--- config.mk ---
export PLATFORM = sky130hd
export DESIGN_NAME = alu_core
export DESIGN_NICKNAME = d
export VERILOG_FILES = /design/src/rtl/alu_core_pkg.sv /design/src/rtl/alu_core_comb.sv /design/src/rtl/alu_core.sv
export SDC_FILE = /design/constraint.sdc
export NUM_CORES = 1
export LEC_CHECK = 0
export CAP_MARGIN = 15
export CORE_MARGIN = 4
export CORE_UTILIZATION = 38
export DETAILED_ROUTE_END_ITERATION = 7
export PLACE_DENSITY = 0.72
export SYNTH_ARGS = -nofsm -noshare
export SYNTH_HDL_FRONTEND = slang
export SYNTH_HIERARCHICAL = 1
export SYNTH_SLANG_ARGS = --single-unit
export TNS_END_PERCENT = 50
--- constraint.sdc ---
create_clock -name clk -period 0.8 [get_ports clk]
set_input_delay 0.16 -clock clk [delete_from_list [all_inputs] [get_ports clk]]
set_output_delay 0.16 -clock clk [all_outputs]
set_load 0.01 [all_outputs]
--- src/rtl/alu_core_pkg.sv ---
// alu_core_pkg: opcode enum and flag bundle for the alu_core slice.
// Flag bundle is only consumed when ALU_CORE_FLAGS_EN is defined.
package alu_core_pkg;

  typedef enum logic [1:0] {
    ALU_ADD = 2'b00,
    ALU_SUB = 2'b01,
    ALU_AND = 2'b10,
    ALU_OR  = 2'b11
  } alu_op_e;

  typedef struct packed {
    logic z;
    logic n;
    logic c;
    logic v;
  } alu_flags_t;

endpackage

--- src/rtl/alu_core_comb.sv ---
// alu_core_comb: combinational ADD/SUB/AND/OR datapath, modulo 2^WIDTH.
// Flags output exists only when ALU_CORE_FLAGS_EN is defined.
import alu_core_pkg::*;

module alu_core_comb #(
  parameter int WIDTH = 4
) (
  input  logic [WIDTH-1:0] a,
  input  logic [WIDTH-1:0] b,
  input  alu_op_e          op,
  output logic [WIDTH-1:0] res
`ifdef ALU_CORE_FLAGS_EN
  ,
  output alu_flags_t       flags
`endif
);

  // Operation select; carry/borrow fall off the top.
  always_comb begin
    res = '0;
    unique case (op)
      ALU_ADD: res = a + b;
      ALU_SUB: res = a - b;
      ALU_AND: res = a & b;
      ALU_OR:  res = a | b;
    endcase
  end

`ifdef ALU_CORE_FLAGS_EN
  localparam int M = WIDTH - 1;

  // Wrapped sum below A means a carry-out occurred.
  always_comb begin
    flags   = '0;
    flags.z = (res == '0);
    flags.n = res[M];
    unique case (op)
      ALU_ADD: begin
        flags.c = (res < a);
        flags.v = (a[M] == b[M]) && (res[M] != a[M]);
      end
      ALU_SUB: begin
        flags.c = (a < b);
        flags.v = (a[M] != b[M]) && (res[M] != a[M]);
      end
      default: ;
    endcase
  end
`endif

endmodule

--- src/rtl/alu_core.sv ---
// alu_core: registered ALU, one-cycle latency, async active-low reset.
// Define ALU_CORE_FLAGS_EN to add registered z/n/c/v flag outputs.
import alu_core_pkg::*;

module alu_core #(
  parameter int WIDTH = 4
) (
  input  logic             clk,
  input  logic             rst_n,
  input  logic             in_valid,
  input  logic [WIDTH-1:0] A,
  input  logic [WIDTH-1:0] B,
  input  logic [1:0]       ALUop,
  output logic [WIDTH-1:0] Result,
  output logic             out_valid
`ifdef ALU_CORE_FLAGS_EN
  ,
  output logic             flag_z,
  output logic             flag_n,
  output logic             flag_c,
  output logic             flag_v
`endif
);

  logic [WIDTH-1:0] res;

`ifdef ALU_CORE_FLAGS_EN
  alu_flags_t flags;
  alu_flags_t flags_q;
`endif

  alu_core_comb #(
    .WIDTH(WIDTH)
  ) u_comb (
    .a    (A),
    .b    (B),
    .op   (alu_op_e'(ALUop)),
    .res  (res)
`ifdef ALU_CORE_FLAGS_EN
    ,
    .flags(flags)
`endif
  );

  // Capture result on valid; hold otherwise.
  always_ff @(posedge clk or negedge rst_n) begin
    if (!rst_n) begin
      Result    <= '0;
      out_valid <= 1'b0;
    end else begin
      out_valid <= in_valid;
      if (in_valid) Result <= res;
    end
  end

`ifdef ALU_CORE_FLAGS_EN
  // Flags follow the same capture rule as Result.
  always_ff @(posedge clk or negedge rst_n) begin
    if (!rst_n) flags_q <= '0;
    else if (in_valid) flags_q <= flags;
  end

  assign flag_z = flags_q.z;
  assign flag_n = flags_q.n;
  assign flag_c = flags_q.c;
  assign flag_v = flags_q.v;
`endif

endmodule

Word level (Yosys, flattened, before mapping)
Cells that the tools add are included.

Input bits: 13. Flip-flop bits (word level): 5.

Equal/unequal tests: 3. Bitwise operators: 2. Reductions and logical operators: 1. Muxes and demuxes: 1. Add/sub/neg operators: 2.

Operators with widths (count): 4-bit one-hot mux with 4 select lines (1); 4-bit adder (1); 4-bit bitwise AND (1); 2-bit equality test, second input constant (2); 4-bit bitwise OR (1); 4-bit subtractor (1); 2-bit by 1-bit equality test with 1-bit output, second input constant (1); 2-bit logical NOT (1).

Depth between registers and ports, before layout
Gate-level depths: netlist of the first run.

Depth after elaboration: 2. Gate-level depth with buffers: 10. Mapped depth without buffers: 10.

Modules after synthesis
Netlist of the first run, hierarchy kept.

By module, submodules not included: alu_core_comb (instances 1, area an instance 347.8 um^2, cells an instance 44); alu_core (instances 1, area an instance 170.2 um^2, cells an instance 9).

Worst setup path before layout of the first run
Ideal clock, no wire load.

Path kind: input to register. From: input B[0]. To: register Result[3]. Stages: 10. Setup time: 0.125 ns. Data arrival time: 1.776 ns. Path buffers: 0. Path slack: -1.101 ns. Cells stage by stage: inv_1 -> ha_1 -> nor2_1 -> xnor2_1 -> ha_1 -> a21oi_1 -> and2_2 -> a32o_1 -> a211oi_2 -> mux2_2.

Cells in the longest elaborated chain, start to end: 2. Elaborated cells on any way between the ends: 3. Those cells by class: 2 x add/sub; 1 x mux.

Ends and longest elaborated chain: from (decl) (RTL line alu_core.sv:12) `input logic [WIDTH-1:0] B,`; 4-bit subtractor / 4-bit adder (equally long branches) (RTL line alu_core_comb.sv:23, alu_core_comb.sv:22); 4-bit one-hot mux with 4 select lines * (RTL line alu_core_comb.sv:21) `unique case (op)`; named net res[3] (RTL line alu_core.sv:25) `logic [WIDTH-1:0] res;`; to (signal assigned) (RTL line alu_core.sv:52) `if (in_valid) Result <= res;`; to (decl) (RTL line alu_core.sv:14) `output logic [WIDTH-1:0] Result,`.

Mark *: on every way through the listed nets, which the timed path passes. The rest lies on a longest branch. A chain may end at the register's enable or synchronous reset.

Final worst setup path of the first run
From: input ALUop[1]. To: register Result[1].

Cells in the longest elaborated chain, start to end: 2. Elaborated cells on any way between the ends: 5. Those cells by class: 3 x eq/ne; 1 x mux; 1 x reduce/logical.

Ends and longest elaborated chain: from (decl) (RTL line alu_core.sv:13) `input logic [1:0] ALUop,`; 2-bit equality test (tied with other cells) (RTL line alu_core_comb.sv:21); 4-bit one-hot mux with 4 select lines * (RTL line alu_core_comb.sv:21); named net res[1] (RTL line alu_core.sv:25).

Marks and branches as above.

==> results of run 1 <==
## metal layers
metal	vias up	part of all wire (%)	GRT usage, %	routed length (µm)
met5	-	0	0	0
met4	0	1.7	7.60	31
met3	4	3.5	6.77	66
met2	11	55	33.1	1030
met1	275	40	19.9	741
li1	276	-	-	-
## sequential cells by signal, summed over array words and instances (netlist names)
signal / cells
out_valid: 1
Result: 4
## final cells by class
| type | instances | area, µm² |
|---|---|---|
| clock buffer | 4 | 26.3 |
| fill | 75 | 224 |
| inverter | 5 | 23.8 |
| multi-input combinational | 43 | 533 |
| sequential | 5 | 125 |
| tap | 15 | 18.8 |
| timing repair buffer | 39 | 334 |
## cell usage after synthesis
cell	instances
or2_2	1
mux2_2	6
nand3b_1	1
inv_1	5
nor2_1	2
a31o_2	1
and2_2	1
xor2_1	1
a32o_1	1
fa_1	1
dfrtp_1	5
mux2i_1	1
o21ai_0	2
ha_1	6
nand2_1	5
a21oi_1	3
maj3_1	2
a211oi_2	1
nor3b_1	1
nor3_1	1
xnor2_1	2
or3_4	1
and3_2	1
a41o_2	1
nor2b_2	1
## repair_timing
| item | CTS | global route |
|---|---|---|
| gates resized for setup | 73 | 8 |
| setup endpoints to repair | 9 | 10 |
| pin swaps | 15 | 7 |
| setup buffers | 5 | 3 |
## power by group through the flow
stage	clock network [mW]	registers, mW	logic, mW
after global routing	0.318	0.331	0.842
after floorplan	0	0.346	0.278
after detailed placement	0	0.324	0.622
after global placement	0	0.325	0.608
final	0.290	0.327	0.790
after CTS	0.302	0.322	0.721
## per-stage QoR
step           hold slack [ns]  utilization (%)  std cells  setup WS, ns
2_1_floorplan           -0.136                -         53        -0.969
3_3_place_gp             0.398             68.2        102         -1.53
3_5_place_dp             0.399             68.2        102         -1.62
4_1_cts                  0.145             79.8        110        -0.887
5_1_grt                  0.153             82.6        111        -0.976
6_report                 0.150             82.6        111        -0.929
## cell families after synthesis
kind of cell               after synthesis
AOI/OAI and AO/OA                        9
xor gates and xnor gates                 3
adders and majority gates                9
buffers and inverters                    5
DFF                                      5
muxes                                    7
and+or+nand+nor                         15
## how the worst min path moves through the flow
| stage | startpoint | to | slack, ns | cells after the start |
|---|---|---|---|---|
| final | rst_n | Result[2] | 0.15 | 1 |
| after global routing | rst_n | Result[2] | 0.15 | 1 |
| after CTS | rst_n | Result[2] | 0.14 | 1 |
| after detailed placement | rst_n | Result[2] | 0.40 | 1 |
| after global placement | rst_n | Result[3] | 0.40 | 1 |
| after floorplan | rst_n | Result[0] | -0.14 | 0 |
## critical path: cells and delay by family
| family | cells | cell delay, ns |
|---|---|---|
| mux | 3 | 0.79 |
| fa+ha+maj | 1 | 0.42 |
| simple gates | 1 | 0.16 |
| buf+inv | 3 | 0.31 |
==> reports/metrics.cfg, run 1 <==
[outcome]
status = complete, but fails checks
violations = setup timing

[power_and_ir_drop]
power_density_mw_per_mm2 = 1330
intPower_uw = 954
pwr-share-comb_pct = 56.1
power.leakage_nw = 0.497
seqPwrFrac_pct = 23.2
p_clk_share_pct = 20.6
ir_drop_v = 0.00119
switching_power_uw = 453
total_power_mw = 1.41
switching_share_pct = 32.2

[grt]
grtUsageTotal_pct = 18.7
grt_pass1_wl_mm = 2.69
antenna_found_initial = 0
globalRouteOverflowTotal = 0
first_global_vias = 623
grt_max_degree = 8

[setup_path]
cp-end-kind = flop
critPathLaunch = ALUop[1]
r2r-start = Result[3]
critical-path-max-stage-delay_ns = 0.42
critPathKind = in -> reg
rrSetupSlack_ns = -0.08
crit_path_max_fanout = 3
path_cells = buf_6 -> nor2b_4 -> mux2i_4 -> buf_4 -> buf_6 -> fa_2 -> mux2_4 -> mux2_4
required_ns = 0.92
crit_slowest_cell = fa_2
worst_r2r_path_depth = 2
rr_endpoint = Result[3]
start_kind = input port
endpoint = Result[1]
crit_arrival_ns = 1.85

[cells_and_area]
final_common_cell = buf_4
final_cell_mix = buf_4 (19), buf_6 (6)
final_area_mm2 = 0.00106
diodes = 0
drive_gt1_share_pct = 68.8
syn_to_final_growth_pct = 105
num-nets-final = 117

[floorplanning]
die_w_um = 44.9
io_pins = 18
floorplan.initialDensity_pct = 40.3
die-height_um = 44.9
die_area_mm2 = 0.00202
row_count = 13
core-area_mm2 = 0.00128

[synthesis]
yosys.area_share.simple_pct = 16.9
synthMuxAreaShare_pct = 15.0
yosys.area_share.adder_pct = 22.2
netlist_area_um2 = 518
yosysTopAreaCell = dfrtp_1
synth_top_area_share_pct = 24.2
seq_area_frac_synth_pct = 24.2
synth-compound-area-share_pct = 13.0
synthXorXnorAreaFrac_pct = 5.07
syn_avg_cell_area_um2 = 9.77
synth_top_family_by_area = adder cells
postSynthCellCount = 53
synth_cell_types = 25
ys_top_cells_by_area = dfrtp_1 (24%), ha_1 (14%), mux2_2 (13%)
ys_warn_count = 6
syn_nets = 73
ys_ff_latch = 5

[route]
ant_nets = 0
dr_total_vias = 566
wl_mm = 1.87
viasPerCell = 5.10
remaining_drc_errors = 0
drt_first_pass_iters = 3
drt-initial-drc-count = 7
wl_per_cell_um = 16.8

[clocking]
tritoncts = done
cts_hold_buf = 0
cts-htree-levels = 1
numCtsBuffers = 3
clockBufferDepth = 2
numClockSinks = 5
cts-root-buf = clkbuf_4
clkLatencyLatePin_ns = 0.23
clk_pin_slew_worst_paths_ns = 0.05

[flow_run]
drv_cap = 0

[sta]
tns_ns = -3.64
period_needed_ns = 1.73
period_share_pct = 216
fin_worst_skew_ns = 0
rsz0062_at_grt = yes
setup_viol = 9
hold_viol = 0
max_slew_margin_pct = 74.7
timing.final.ws_setup_ns = -0.929
slew_violations = 0
worst_pin_slew_ns = 0.376
fmax_mhz = 578

[place]
dpl-instance-area_um2 = 876
dp_hpwl_mm = 1.13
place.gp.congestion = 0.747
portBuffers = 17

[min_path]
min_path_type = in -> async

Power figures use the tool's default switching activity.
==> run 2: changes to the inputs <==
--- a/config.mk
+++ b/config.mk
@@ -9,6 +9,7 @@
 export CORE_MARGIN = 4
 export CORE_UTILIZATION = 38
 export DETAILED_ROUTE_END_ITERATION = 7
+export HOLD_SLACK_MARGIN = 0.05
 export PLACE_DENSITY = 0.72
 export SYNTH_ARGS = -nofsm -noshare
 export SYNTH_HDL_FRONTEND = slang
==> results of run 2 <==
Same layout as run 1: the final DEF is identical, and so are final timing and power.
